==> src/rtl/ex_muldiv_unit.sv <==
// Iterative MULT/MULTU/DIV/DIVU unit owning HI/LO; also serves MTHI/MTLO writes and MFHI/MFLO reads.
// Latency: start sampled at edge E -> HI/LO written and done pulsed after edge E+WIDTH+1.
// Backpressure: busy stalls ID/EX and IF/ID; start/mthi/mtlo while busy are dropped (start is accepted in FIN).
module ex_muldiv_unit #(
    parameter int WIDTH = 32
) (
    input  logic             clk,
    input  logic             reset,
    input  logic             start,
    input  logic [1:0]       op,
    input  logic [WIDTH-1:0] rs_data,
    input  logic [WIDTH-1:0] rt_data,
    input  logic             mthi,
    input  logic             mtlo,
    input  logic             flush,
    output logic [WIDTH-1:0] hi_out,
    output logic [WIDTH-1:0] lo_out,
    output logic             busy,
    output logic             done,
    output logic             div_by_zero
);

    localparam int            CW      = $clog2(WIDTH);
    localparam logic [CW-1:0] CNT_MAX = CW'(WIDTH - 1);
    localparam logic [CW-1:0] CNT_ONE = CW'(1);

    typedef enum logic [1:0] {
        S_IDLE = 2'd0,
        S_RUN  = 2'd1,
        S_FIN  = 2'd2
    } state_t;

    state_t               r_state;
    state_t               w_state_nxt;
    logic [CW-1:0]        r_cnt;

    // Latched operand magnitudes and op attributes
    logic [WIDTH-1:0]     r_opa;
    logic [WIDTH-1:0]     r_opb;
    logic                 r_is_div;
    logic                 r_neg_res;   // product / quotient must be negated
    logic                 r_neg_rem;   // remainder takes the dividend's sign
    logic                 r_dbz;

    // Iteration accumulator: mul = running {upper, multiplier/lower}, div = {remainder, quotient}
    logic [WIDTH-1:0]     r_acc_hi;
    logic [WIDTH-1:0]     r_acc_lo;

    // Architectural registers and pulses
    logic [WIDTH-1:0]     r_hi;
    logic [WIDTH-1:0]     r_lo;
    logic                 r_done;
    logic                 r_dbz_pulse;

    // FSM decodes
    logic                 w_accept;
    logic                 w_step;
    logic                 w_finish;
    logic                 w_wr_hi;
    logic                 w_wr_lo;

    // Operand conditioning
    logic                 w_signed;
    logic                 w_rs_neg;
    logic                 w_rt_neg;
    logic [WIDTH-1:0]     w_rs_abs;
    logic [WIDTH-1:0]     w_rt_abs;

    // Iteration step
    logic [WIDTH:0]       w_mul_sum;
    logic [WIDTH:0]       w_div_shift;
    logic [WIDTH:0]       w_div_diff;
    logic [WIDTH-1:0]     w_step_hi;
    logic [WIDTH-1:0]     w_step_lo;

    // Final sign correction
    logic [2*WIDTH-1:0]   w_prod;
    logic [2*WIDTH-1:0]   w_prod_fix;
    logic [WIDTH-1:0]     w_res_hi;
    logic [WIDTH-1:0]     w_res_lo;

    // State register; reset drops any in-flight op without a done pulse
    always_ff @(posedge clk or negedge reset) begin
        if (!reset) begin
            r_state <= S_IDLE;
        end else begin
            r_state <= w_state_nxt;
        end
    end

    // Next-state and control decode; flush beats start, start beats mthi/mtlo
    always_comb begin
        w_state_nxt = r_state;
        w_accept    = 1'b0;
        w_step      = 1'b0;
        w_finish    = 1'b0;
        w_wr_hi     = 1'b0;
        w_wr_lo     = 1'b0;
        case (r_state)
            S_IDLE: begin
                if (!flush) begin
                    if (start) begin
                        w_accept    = 1'b1;
                        w_state_nxt = S_RUN;
                    end else begin
                        w_wr_hi = mthi;
                        w_wr_lo = mtlo;
                    end
                end
            end
            S_RUN: begin
                if (flush) begin
                    w_state_nxt = S_IDLE;
                end else begin
                    w_step = 1'b1;
                    if (r_cnt == '0) begin
                        w_state_nxt = S_FIN;
                    end
                end
            end
            S_FIN: begin
                if (flush) begin
                    w_state_nxt = S_IDLE;
                end else begin
                    w_finish = 1'b1;
                    if (start) begin
                        w_accept    = 1'b1;
                        w_state_nxt = S_RUN;
                    end else begin
                        w_state_nxt = S_IDLE;
                    end
                end
            end
            default: begin
                w_state_nxt = S_IDLE;
            end
        endcase
    end

    // Take magnitudes of the incoming operands; op[0]=0 selects signed ops
    always_comb begin
        w_signed = ~op[0];
        w_rs_neg = w_signed & rs_data[WIDTH-1];
        w_rt_neg = w_signed & rt_data[WIDTH-1];
        w_rs_abs = w_rs_neg ? -rs_data : rs_data;
        w_rt_abs = w_rt_neg ? -rt_data : rt_data;
    end

    // One shift-add (mul) or restoring shift-subtract (div) step
    always_comb begin
        w_mul_sum   = {1'b0, r_acc_hi} + (r_acc_lo[0] ? {1'b0, r_opa} : '0);
        w_div_shift = {r_acc_hi, r_acc_lo[WIDTH-1]};
        w_div_diff  = w_div_shift - {1'b0, r_opb};
        if (r_is_div) begin
            if (!w_div_diff[WIDTH]) begin
                w_step_hi = w_div_diff[WIDTH-1:0];
                w_step_lo = {r_acc_lo[WIDTH-2:0], 1'b1};
            end else begin
                w_step_hi = w_div_shift[WIDTH-1:0];
                w_step_lo = {r_acc_lo[WIDTH-2:0], 1'b0};
            end
        end else begin
            w_step_hi = w_mul_sum[WIDTH:1];
            w_step_lo = {w_mul_sum[0], r_acc_lo[WIDTH-1:1]};
        end
    end

    // Sign correction and divide-by-zero / overflow results for the FIN write
    always_comb begin
        w_prod     = {r_acc_hi, r_acc_lo};
        w_prod_fix = r_neg_res ? -w_prod : w_prod;
        if (!r_is_div) begin
            w_res_hi = w_prod_fix[2*WIDTH-1:WIDTH];
            w_res_lo = w_prod_fix[WIDTH-1:0];
        end else if (r_dbz) begin
            // Rebuild the original dividend from its magnitude and sign
            w_res_hi = r_neg_rem ? -r_opa : r_opa;
            w_res_lo = '1;
        end else begin
            // Most-negative / -1 falls out naturally: quotient magnitude 2^(W-1), no negate
            w_res_hi = r_neg_rem ? -r_acc_hi : r_acc_hi;
            w_res_lo = r_neg_res ? -r_acc_lo : r_acc_lo;
        end
    end

    // Operand latch on accept, then iterate the accumulator while running
    always_ff @(posedge clk or negedge reset) begin
        if (!reset) begin
            r_cnt     <= '0;
            r_opa     <= '0;
            r_opb     <= '0;
            r_is_div  <= 1'b0;
            r_neg_res <= 1'b0;
            r_neg_rem <= 1'b0;
            r_dbz     <= 1'b0;
            r_acc_hi  <= '0;
            r_acc_lo  <= '0;
        end else if (w_accept) begin
            r_cnt     <= CNT_MAX;
            r_opa     <= w_rs_abs;
            r_opb     <= w_rt_abs;
            r_is_div  <= op[1];
            r_neg_res <= w_rs_neg ^ w_rt_neg;
            r_neg_rem <= w_rs_neg;
            r_dbz     <= op[1] & (rt_data == '0);
            r_acc_hi  <= '0;
            r_acc_lo  <= op[1] ? w_rs_abs : w_rt_abs;
        end else if (w_step) begin
            r_acc_hi <= w_step_hi;
            r_acc_lo <= w_step_lo;
            if (r_cnt != '0) begin
                r_cnt <= r_cnt - CNT_ONE;
            end
        end
    end

    // HI/LO update: whole-result write at FIN, otherwise direct MTHI/MTLO writes in IDLE
    always_ff @(posedge clk or negedge reset) begin
        if (!reset) begin
            r_hi        <= '0;
            r_lo        <= '0;
            r_done      <= 1'b0;
            r_dbz_pulse <= 1'b0;
        end else begin
            r_done      <= w_finish;
            r_dbz_pulse <= w_finish & r_is_div & r_dbz;
            if (w_finish) begin
                r_hi <= w_res_hi;
                r_lo <= w_res_lo;
            end else begin
                if (w_wr_hi) begin
                    r_hi <= rs_data;
                end
                if (w_wr_lo) begin
                    r_lo <= rs_data;
                end
            end
        end
    end

    assign hi_out      = r_hi;
    assign lo_out      = r_lo;
    assign busy        = (r_state != S_IDLE);
    assign done        = r_done;
    assign div_by_zero = r_dbz_pulse;

endmodule
==> config.mk <==
export PLATFORM = sky130hd
export DESIGN_NAME = ex_muldiv_unit
export DESIGN_NICKNAME = d
export VERILOG_FILES = /design/src/rtl/ex_muldiv_unit.sv
export SDC_FILE = /design/constraint.sdc
export NUM_CORES = 1
export LEC_CHECK = 0
export ABC_AREA = 1
export CORE_ASPECT_RATIO = 0.7
export CORE_MARGIN = 2
export CORE_UTILIZATION = 30
export CTS_CLUSTER_DIAMETER = 100
export CTS_CLUSTER_SIZE = 30
export DETAILED_ROUTE_END_ITERATION = 8
export GPL_TIMING_DRIVEN = 0
export PLACE_DENSITY_LB_ADDON = 0.08
export SLEW_MARGIN = 25
export SYNTH_ARGS = -nofsm -noshare
export SYNTH_HDL_FRONTEND = slang
export SYNTH_SLANG_ARGS = --single-unit
==> constraint.sdc <==
create_clock -name clk -period 2.5 [get_ports clk]
set_clock_uncertainty 0.05 [all_clocks]
set_input_delay 0.375 -clock clk [delete_from_list [all_inputs] [get_ports clk]]
set_output_delay 0.375 -clock clk [all_outputs]
set_load 0.05 [all_outputs]
After elaboration in Yosys (flattened, before gate mapping)
Cells that the tools add are included.
W data, S select, Z words.
{"block": "classes", "mul": 0, "n_eq_ne": 5, "div_mod_pow": 0, "shift": 0, "mux": 46, "bitwise_logic": 7, "n_addsub": 9, "n_reduce_logical": 12, "n_lt_le_gt_ge": 0}
{"cell": "$mux W32", "n": 22}
{"cell": "$neg A32 Y32", "n": 5}
{"cell": "$mux W64", "n": 1}
{"cell": "$neg A64 Y64", "n": 1}
{"cell": "$add A32 B32 Y33", "n": 1}
{"cell": "$sub A33 B32 Y33", "n": 1}
{"cell": "$logic_not A32 Y1", "n": 1}
{"cell": "$mux W1", "n": 15}
{"cell": "$mux W5", "n": 3}
{"cell": "$reduce_bool A2 Y1", "n": 5}
{"cell": "$mux W2", "n": 4}
{"cell": "$pmux W2 S3", "n": 1}
{"cell": "$and A1 B1 Y1", "n": 5}
{"cell": "$logic_not A5 Y1", "n": 1}
{"cell": "$reduce_bool A5 Y1", "n": 1}
{"cell": "$sub A5 B1 Y5 const B", "n": 1}
{"cell": "$ne A2 B2 Y1 const B", "n": 2}
{"cell": "$ne A3 B3 Y1 const B", "n": 1}
{"cell": "$reduce_and A3 Y1", "n": 1}
{"cell": "$eq A2 B1 Y1 const B", "n": 1}
{"cell": "$eq A2 B2 Y1 const B", "n": 1}
{"cell": "$logic_not A2 Y1", "n": 1}
{"cell": "$reduce_and A2 Y1", "n": 1}
{"cell": "$reduce_or A2 Y1", "n": 1}
{"cell": "2 further kinds", "n": 2}
{"block": "word_totals", "ff_bits": 205, "inputBits": 72, "mem_count": 0, "ram_bits": 0, "latch_bits": 0, "romBits": 0, "word_cells": 93}

Logic depth before layout (Yosys ltp)
Gate-level depths: netlist of run 1.
{"block": "depth", "word_depth": 5, "mapped_depth": 22}

Least setup slack after synthesis of run 1
Ideal clock, no wire load.
{"block": "synth_timing", "kind": "reg-to-reg", "from": "register r_acc_lo[0]", "to": "register r_acc_hi[29]", "setup_ps": 116, "arrival_time_ps": 2435, "required_time_ps": 2334, "path_buffers": 2, "path_slack_ps": -101, "stages_incl_launch_ff": 22, "synth_period_minus_slack_ps": 2601, "path_cell_list": "dfrtp_1 -> buf_2 -> buf_1 -> nand2_1 -> inv_1 -> ha_1 -> inv_1 -> fa_1 -> inv_1 -> nand3_1 -> nand3_1 -> nand2_1 -> nand2_1 -> nand2_1 -> nand2_1 -> nand2_1 -> nand3_1 -> nand3_1 -> nand2_1 -> inv_1 -> nand2_1 -> nand2_1"}
{"block": "synth_between", "elab_chain_cells": 5}
{"element": "from (decl)", "line_no": "47", "text": "logic [WIDTH-1:0] r_acc_lo;"}
{"element": "from (signal assigned)", "line_no": "207", "text": "r_acc_lo <= op[1] ? w_rs_abs : w_rt_abs;"}
{"element": "from (signal assigned)", "line_no": "210", "text": "r_acc_lo <= w_step_lo;"}
{"element": "$mux W32", "line_no": "151", "text": "w_mul_sum = {1'b0, r_acc_hi} + (r_acc_lo[0] ? {1'b0, r_opa} : '0);"}
{"element": "$add A32 B32 Y33", "line_no": "151"}
{"element": "$mux W32", "line_no": "154", "text": "if (r_is_div) begin"}
{"element": "$mux W32", "line_no": "208", "text": "end else if (w_step) begin"}
{"element": "$mux W32", "line_no": "198", "text": "end else if (w_accept) begin"}
{"element": "to (signal assigned)", "line_no": "209", "text": "r_acc_hi <= w_step_hi;"}
{"element": "to (decl)", "line_no": "46", "text": "logic [WIDTH-1:0] r_acc_hi;"}
No other way between the ends. The select of a mux whose other input is x is not followed.
A chain may end at the register's enable or synchronous reset.

Final worst setup path of run 1
{"block": "layout_timing", "from": "register r_acc_lo[0]", "to": "register r_acc_hi[11]"}
Same word-level chain as after synthesis.

==> reports/qor.json, run 1 <==
{
  "ys_warn_count": 0,
  "run_status": "finished, violations left",
  "insertion_delay_of_the_later_clocked_pin_in_the_worst_skew_pair_ns": 0.54,
  "max_stage_delay_on_crit_path_ns": 0.39,
  "cts.path.max_buffers": 3,
  "post_synth_instance_area_um2": 21360,
  "final_hold_viol_count": 0,
  "timing.slew.headroom": 0.2628,
  "grt_util_all_layers": 0.3360,
  "leakagePower_nw": 13.99,
  "die_area_um2": 73380,
  "cp-startpoint": "r_acc_lo[0]",
  "ant_nets": 0,
  "wl_per_cell_um": 25.52,
  "powerDensity_nw_per_um2": 1205,
  "grt_max_degree": 85,
  "ys_seq_area_frac": 0.2402,
  "dr.first_iter.drc_count": 3630,
  "path_delay_family": "buffers and inverters",
  "post_synth.cell_area_avg_um2": 5.663,
  "routed_wire_length_mm": 127.9,
  "ys_top_cells_by_area": "sky130_fd_sc_hd__dfrtp_1 24%, sky130_fd_sc_hd__nand2_1 22%, sky130_fd_sc_hd__nand3_1 10%",
  "period_share": 1.057,
  "power_w": 0.03472,
  "die_height_um": 227.2,
  "grt_first_pass_wirelength_mm": 175.2,
  "syn_to_final_growth_pct": 34.87,
  "number_of_nets_in_the_synthesized_netlist": 3917,
  "cts.sinks": 205,
  "yosys_register_bits": 205,
  "crit_path_cell_trace": "buf_12 -> buf_12 -> nand2_4 -> inv_4 -> ha_4 -> inv_2 -> fa_2 -> inv_2 -> nand3_4 -> nand3_4 -> buf_6 -> nand2_4 -> nand3_4 -> buf_12 -> xor2_4 -> o21ai_1 -> inv_1 -> nand2_1 -> nand2_1",
  "detail_route.vias_per_cell": 5.406,
  "dp.final_hpwl_mm": 102.6,
  "grt_antenna_before_repair": 7,
  "cp_data_required_time_ns": 2.90,
  "io_pins": 139,
  "crit_arrival_ns": 3.05,
  "ir_drop_uv": 633.0,
  "placement.setup.worst_slack_ns": -1.247,
  "drc": 0,
  "timing.hold.worst.class": "in2async",
  "fraction_of_synthesis_flops_using_an_asynchronous_set_or_reset_pin": 1.000,
  "max_slew.worst_pin.slew_ns": 1.106,
  "clk_pin_slew_worst_paths_ns": 0.12,
  "cts_root_buf": "sky130_fd_sc_hd__clkbuf_16",
  "drv.max_cap_violation_count": 0,
  "numPortBuffers": 138,
  "crit_path_end_kind": "flip-flop",
  "grt_pass1_vias": 23860,
  "clock_tree_from_tritoncts": "built",
  "synth_enable_flop_cells": 0,
  "num_rows": 81,
  "dieWidth_um": 322.9,
  "tritoncts.num_buffers": 13,
  "worstSetupStartpointType": "flip-flop",
  "routabilityCongestion": 1.039,
  "rr_startpoint": "r_acc_lo[0]",
  "htree_levels": 1,
  "rsz0062_at_grt": "true",
  "synth_largest_area_cell": "sky130_fd_sc_hd__dfrtp_1",
  "post-route-min-period_ns": 2.642,
  "max_freq_mhz": 378.5,
  "globalRoute.totalOverflow": 0,
  "fraction_of_post_synthesis_cell_area_in_the_top_cell_type_by_area": 0.2402,
  "initial_core_util": 0.3046,
  "crit_fanout": 7,
  "drive_above_1_share": 0.2021,
  "setup_ws_ns": -0.1419,
  "setup_violations": 26,
  "yosys_most_used_dff": "sky130_fd_sc_hd__dfrtp_1",
  "crit_type": "reg2reg",
  "timing.critical_path.slowest_stage_cell": "sky130_fd_sc_hd__dfrtp_1",
  "drtPass1Iterations": 6,
  "synthesis.instances": 3772,
  "path_buf_inv": 8,
  "ys_types": 49,
  "vias": 27090,
  "antenna-diode-count": 0,
  "design.final.nets": 4198,
  "fillers": 7727,
  "violations": "negative setup slack",
  "maxSlewViolCount": 0,
  "placeableCoreArea_um2": 70130
}
## worst paths after layout
kind | endpoint | slack (ns) | depth (start not counted)
min in group clk | lo_out[27] | 0.48 | 3
max reg2reg | r_acc_hi[11] | -0.14 | 19
min | r_acc_hi[22] | 0.27 | 2
max | r_acc_hi[11] | -0.14 | 19
max in group asynchronous | r_acc_lo[22] | 1.28 | 3
min reg2reg | r_cnt[4] | 0.49 | 2
## repair_timing
action                                 in CTS  in global routing
pin swaps                                  69                111
setup endpoints to repair                 153                124
buffers inserted                           74                 45
resized for setup                         440                447
hold buffers                                1                  0
cloned                                      2                  6
endpoints found under the hold margin      37                  0
## sequential cells by signal, indices dropped and copies added, names as in the netlist
name         cells
r_neg_rem        1
r_acc_lo        32
r_neg_res        1
div_by_zero      1
r_opb           32
done             1
hi_out          32
r_acc_hi        32
r_state          2
r_dbz            1
r_cnt            5
lo_out          32
r_is_div         1
r_opa           32
## synthesized netlist by cell type (4+ instances only)
master                     count
sky130_fd_sc_hd__a22oi_1       4
sky130_fd_sc_hd__nor4_1        6
sky130_fd_sc_hd__nor2_1      371
sky130_fd_sc_hd__xor2_1       59
sky130_fd_sc_hd__o21ai_0     246
sky130_fd_sc_hd__o21ai_1       8
sky130_fd_sc_hd__buf_2        20
sky130_fd_sc_hd__clkbuf_1     95
sky130_fd_sc_hd__buf_1        14
sky130_fd_sc_hd__o21bai_1     10
sky130_fd_sc_hd__inv_1       573
sky130_fd_sc_hd__xnor2_1      20
sky130_fd_sc_hd__nand2_1    1274
sky130_fd_sc_hd__nor3_1       30
sky130_fd_sc_hd__dfrtp_1     205
sky130_fd_sc_hd__o211ai_1     24
sky130_fd_sc_hd__a21oi_1     117
sky130_fd_sc_hd__nand3b_1      7
sky130_fd_sc_hd__ha_1         71
sky130_fd_sc_hd__a31oi_1      37
sky130_fd_sc_hd__and2_1       11
sky130_fd_sc_hd__nand3_1     442
sky130_fd_sc_hd__or2_2         6
sky130_fd_sc_hd__nor2_2        8
sky130_fd_sc_hd__nand4_1      57
sky130_fd_sc_hd__o31ai_1       6
sky130_fd_sc_hd__inv_2         8
sky130_fd_sc_hd__a21o_1        6
## power by group
group	leakage [nW]	internal, W	switching (W)
Combinational	11.4	0.00896	0.0173
Clock	0.198	0.00104	0.00150
Sequential	2.43	0.00432	0.00160
## final cells by class
class / count / area, µm² / share of cell area
clock buffer: 14 / 339.1 / 0.01177
tap: 954 / 1194 / 0.04143
inverter: 581 / 2215 / 0.07688
timing repair buffer: 267 / 2566 / 0.08908
buffer: 131 / 718.2 / 0.02493
clock inverter: 5 / 66.31 / 0.002302
sequential: 205 / 5219 / 0.1812
multi-input combinational: 2854 / 16490 / 0.5724
## logic make-up after synthesis
kind of cell / synth area share
simple gates: 0.4329
flops: 0.2402
fa+ha+maj: 0.04347
xor+xnor: 0.03239
compound gates: 0.1228
buf+inv: 0.1282
## worst reg2reg max path: cells and delay by family, from the launching register on
kind	cells	cell delay, ns
xor+xnor	1	0.19
flops	1	0.39
fa+ha+maj	2	0.47
compound gates	1	0.08
buf+inv	8	0.86
simple gates	7	0.52
## cells in the final DEF (no fill, tap or decap), types with 43 or more instances in the layout
master | Yosys | final
sky130_fd_sc_hd__inv_2 | 8 | 43
sky130_fd_sc_hd__ha_4 | 0 | 54
sky130_fd_sc_hd__nor2_1 | 371 | 299
sky130_fd_sc_hd__buf_4 | 2 | 105
sky130_fd_sc_hd__o21ai_0 | 246 | 221
sky130_fd_sc_hd__a21oi_1 | 117 | 90
sky130_fd_sc_hd__nand3_2 | 2 | 75
sky130_fd_sc_hd__dfrtp_1 | 205 | 162
sky130_fd_sc_hd__inv_1 | 573 | 528
sky130_fd_sc_hd__nand2_2 | 3 | 111
sky130_fd_sc_hd__clkdlybuf4s50_1 | 0 | 136
sky130_fd_sc_hd__clkbuf_1 | 95 | 46
sky130_fd_sc_hd__nand2_1 | 1274 | 1112
sky130_fd_sc_hd__nand4_1 | 57 | 57
sky130_fd_sc_hd__nand2_4 | 1 | 51
sky130_fd_sc_hd__nor2_2 | 8 | 49
sky130_fd_sc_hd__nand3_1 | 442 | 349
## metrics by stage
stage,cell area [µm²],instances,hold WS [ns],util,setup TNS [ns]
4_1_cts,26780,4962,0.2913,0.3819,-0.4860
3_3_place_gp,23940,4864,0.4545,0.3413,-1938.84
2_1_floorplan,21360,3772,0.02941,-,0
5_1_grt,28810,5011,0.2976,0.4108,-3.788
3_5_place_dp,24000,4867,0.2616,0.3423,-138.87
6_report,28810,5011,0.2671,0.4108,-1.317
## routing by layer
metal  GRT usage  vias to the layer above  wire length [µm]
met3      0.1666                      113             20050
met1      0.5080                    12930             59550
met2      0.4162                     1487             45950
met5           0                        -                60
met4     0.05536                        8              2263
li1            -                    12550                 -
Power figures use the tool's default switching activity.
==> run 2: changes to the inputs <==
- CTS_CLUSTER_DIAMETER: 100 -> 120
==> run 2 against run 1 <==
Compared with the run above: the run still ends with negative setup slack left; flip-flop and latch count is the same; die area stayed put; via count down 0.72%; highest routed layer unchanged; total power decreased by 0.73%; global-route usage hardly changed; wire length is 0.42% lower; fmax is 1.6% lower; worst setup slack got worse by 0.044 ns.
==> reports/qor.json, run 2 (synthesis results as in run 1) <==
{
  "cts.path.max_buffers": 3,
  "insertion_delay_of_the_later_clocked_pin_in_the_worst_skew_pair_ns": 0.57,
  "ant_nets": 0,
  "max_slew.worst_pin.slew_ns": 1.212,
  "power_switching_share": 0.5872,
  "setup_violations": 31,
  "tritoncts.num_buffers": 12,
  "die_area_um2": 73380,
  "globalRoute.busiestLayer": "met1",
  "p_int_w": 0.01423,
  "cp_data_required_time_ns": 2.87,
  "maxSlewViolCount": 0,
  "grt_antenna_before_repair": 7,
  "combinationalPowerShare": 0.754,
  "run_status": "finished, violations left",
  "crit_arrival_ns": 3.05,
  "clock_tree_from_tritoncts": "built",
  "numPortBuffers": 138,
  "max_freq_mhz": 372.3,
  "mostFrequentLayoutCell": "sky130_fd_sc_hd__nand2_1",
  "detail_route.vias_per_cell": 5.372,
  "violations": "negative setup slack",
  "vias": 26890,
  "routed_wire_length_mm": 127.3,
  "initial_core_util": 0.3046,
  "groute.layer.met2.usage": 0.4173,
  "crit_fanout": 7,
  "p_seq_frac": 0.172,
  "wl_per_cell_um": 25.44,
  "utilization": 0.4066,
  "post-route-min-period_ns": 2.686,
  "placement.setup.worst_slack_ns": -1.247,
  "powerDensity_nw_per_um2": 1209,
  "power_frac_clock": 0.073,
  "crit_type": "reg2reg",
  "cts_root_buf": "sky130_fd_sc_hd__clkbuf_16",
  "use_met1": 0.4998,
  "period_share": 1.074,
  "routabilityCongestion": 1.039,
  "setup_ws_ns": -0.1861,
  "num_rows": 81,
  "drc": 0,
  "timing.slew.headroom": 0.1918,
  "drv.max_cap_violation_count": 0,
  "htree_levels": 1,
  "globalRoute.totalOverflow": 0,
  "rsz0062_at_grt": "true",
  "grt_use_met3": 0.1805,
  "design.final.nets": 4189,
  "grt_max_degree": 85,
  "grt_util_all_layers": 0.3362,
  "crit_path_end_kind": "flip-flop",
  "io_pins": 139,
  "syn_to_final_growth_pct": 33.49,
  "die_height_um": 227.2,
  "dr.first_iter.drc_count": 3434,
  "dp.final_hpwl_mm": 102.6,
  "worstSetupStartpointType": "flip-flop",
  "leakagePower_nw": 13.86,
  "grt_first_pass_wirelength_mm": 175.5,
  "drtPass1Iterations": 7,
  "cts.sinks": 205,
  "timing.hold.worst.class": "in2async",
  "ir_drop_uv": 688.1,
  "switching_power_w": 0.02024,
  "drive_above_1_share": 0.1995,
  "clk_pin_slew_worst_paths_ns": 0.13,
  "placeableCoreArea_um2": 70130,
  "dieWidth_um": 322.9,
  "grt_pass1_vias": 23960,
  "final_hold_viol_count": 0,
  "final_cell_mix": "1,114 x sky130_fd_sc_hd__nand2_1, 529 x sky130_fd_sc_hd__inv_1, 353 x sky130_fd_sc_hd__nand3_1"
}
-- run 2: power by group through the flow --
| stage | combinational [W] | clock, W | sequential, W |
|---|---|---|---|
| 2_1_floorplan | 0.0111 | 0 | 0.00584 |
| 3_3_place_gp | 0.0181 | 0 | 0.00626 |
| 3_5_place_dp | 0.0180 | 0 | 0.00623 |
| 4_1_cts | 0.0224 | 0.00256 | 0.00574 |
| 5_1_grt | 0.0277 | 0.00267 | 0.00594 |
| 6_report | 0.0260 | 0.00253 | 0.00593 |
-- run 2: metrics by stage --
| stage | hold slack (ns) | power, W | cell area [µm²] | cells | TNS, ns |
|---|---|---|---|---|---|
| floorplan | 0.02941 | 0.01696 | 21360 | 3772 | 0 |
| global placement | 0.4545 | 0.02433 | 23940 | 4864 | -1938.84 |
| detailed placement | 0.2616 | 0.02424 | 24000 | 4867 | -138.87 |
| CTS | 0.2839 | 0.03071 | 26780 | 4960 | -0.9473 |
| global route | 0.3083 | 0.03632 | 28510 | 5004 | -4.458 |
| finish | 0.2692 | 0.03446 | 28510 | 5006 | -2.278 |
-- run 2: layout make-up --
type | instances | area [µm²]
fillers | 7787 | 41620
multi-input cells | 2852 | 16290
flip-flops and latches | 205 | 5215
repair buffers | 261 | 2485
inverters | 581 | 2212
well taps | 954 | 1194
plain buffers | 131 | 696.9
clock buffers | 13 | 325.3
clock inverters | 7 | 86.33
diodes | 2 | 5.005
-- run 2: what timing repair did --
action / CTS / global route
endpoints found under the setup margin: 154 / 122
hold buffers: 1 / 0
gates resized for setup: 439 / 403
endpoints found under the hold margin: 37 / 0
pin swaps: 62 / 99
setup buffers: 71 / 47
gates cloned: 2 / 1
-- run 2: path summary, 6_finish.rpt --
check | start | to | slack, ns | cells after the start
setup / recovery | r_acc_hi[25] | r_acc_hi[30] | -0.19 | 15
hold / removal | reset | r_opa[31] | 0.27 | 2
setup reg to reg | r_acc_hi[25] | r_acc_hi[30] | -0.19 | 15
hold reg to reg | r_cnt[4] | r_cnt[4] | 0.49 | 2
max in group asynchronous | reset | r_acc_lo[5] | 1.31 | 3
min in group clk | rs_data[1] | lo_out[1] | 0.48 | 3
-- run 2: worst max-delay path, stage by stage (launching register included) --
cell                      delay, ns
sky130_fd_sc_hd__dfrtp_2       0.55
sky130_fd_sc_hd__ha_4          0.35
sky130_fd_sc_hd__nand2_2       0.09
sky130_fd_sc_hd__nor2_4        0.10
sky130_fd_sc_hd__inv_2         0.06
sky130_fd_sc_hd__nor3_4        0.24
sky130_fd_sc_hd__and2_4        0.19
sky130_fd_sc_hd__nand2_4       0.08
sky130_fd_sc_hd__nand3_4       0.14
sky130_fd_sc_hd__nand2_8       0.09
sky130_fd_sc_hd__buf_8         0.14
sky130_fd_sc_hd__buf_12        0.13
sky130_fd_sc_hd__nand2_8       0.07
sky130_fd_sc_hd__nand3_4       0.11
sky130_fd_sc_hd__nand2_2       0.11
sky130_fd_sc_hd__nand2_2       0.04
-- run 2: metal layers --
metal  up-vias  wire length (µm)
met5         -               209
met4        16              2212
met3       126             20510
met2      1447             45710
met1     12780             58690
li1      12530                 -
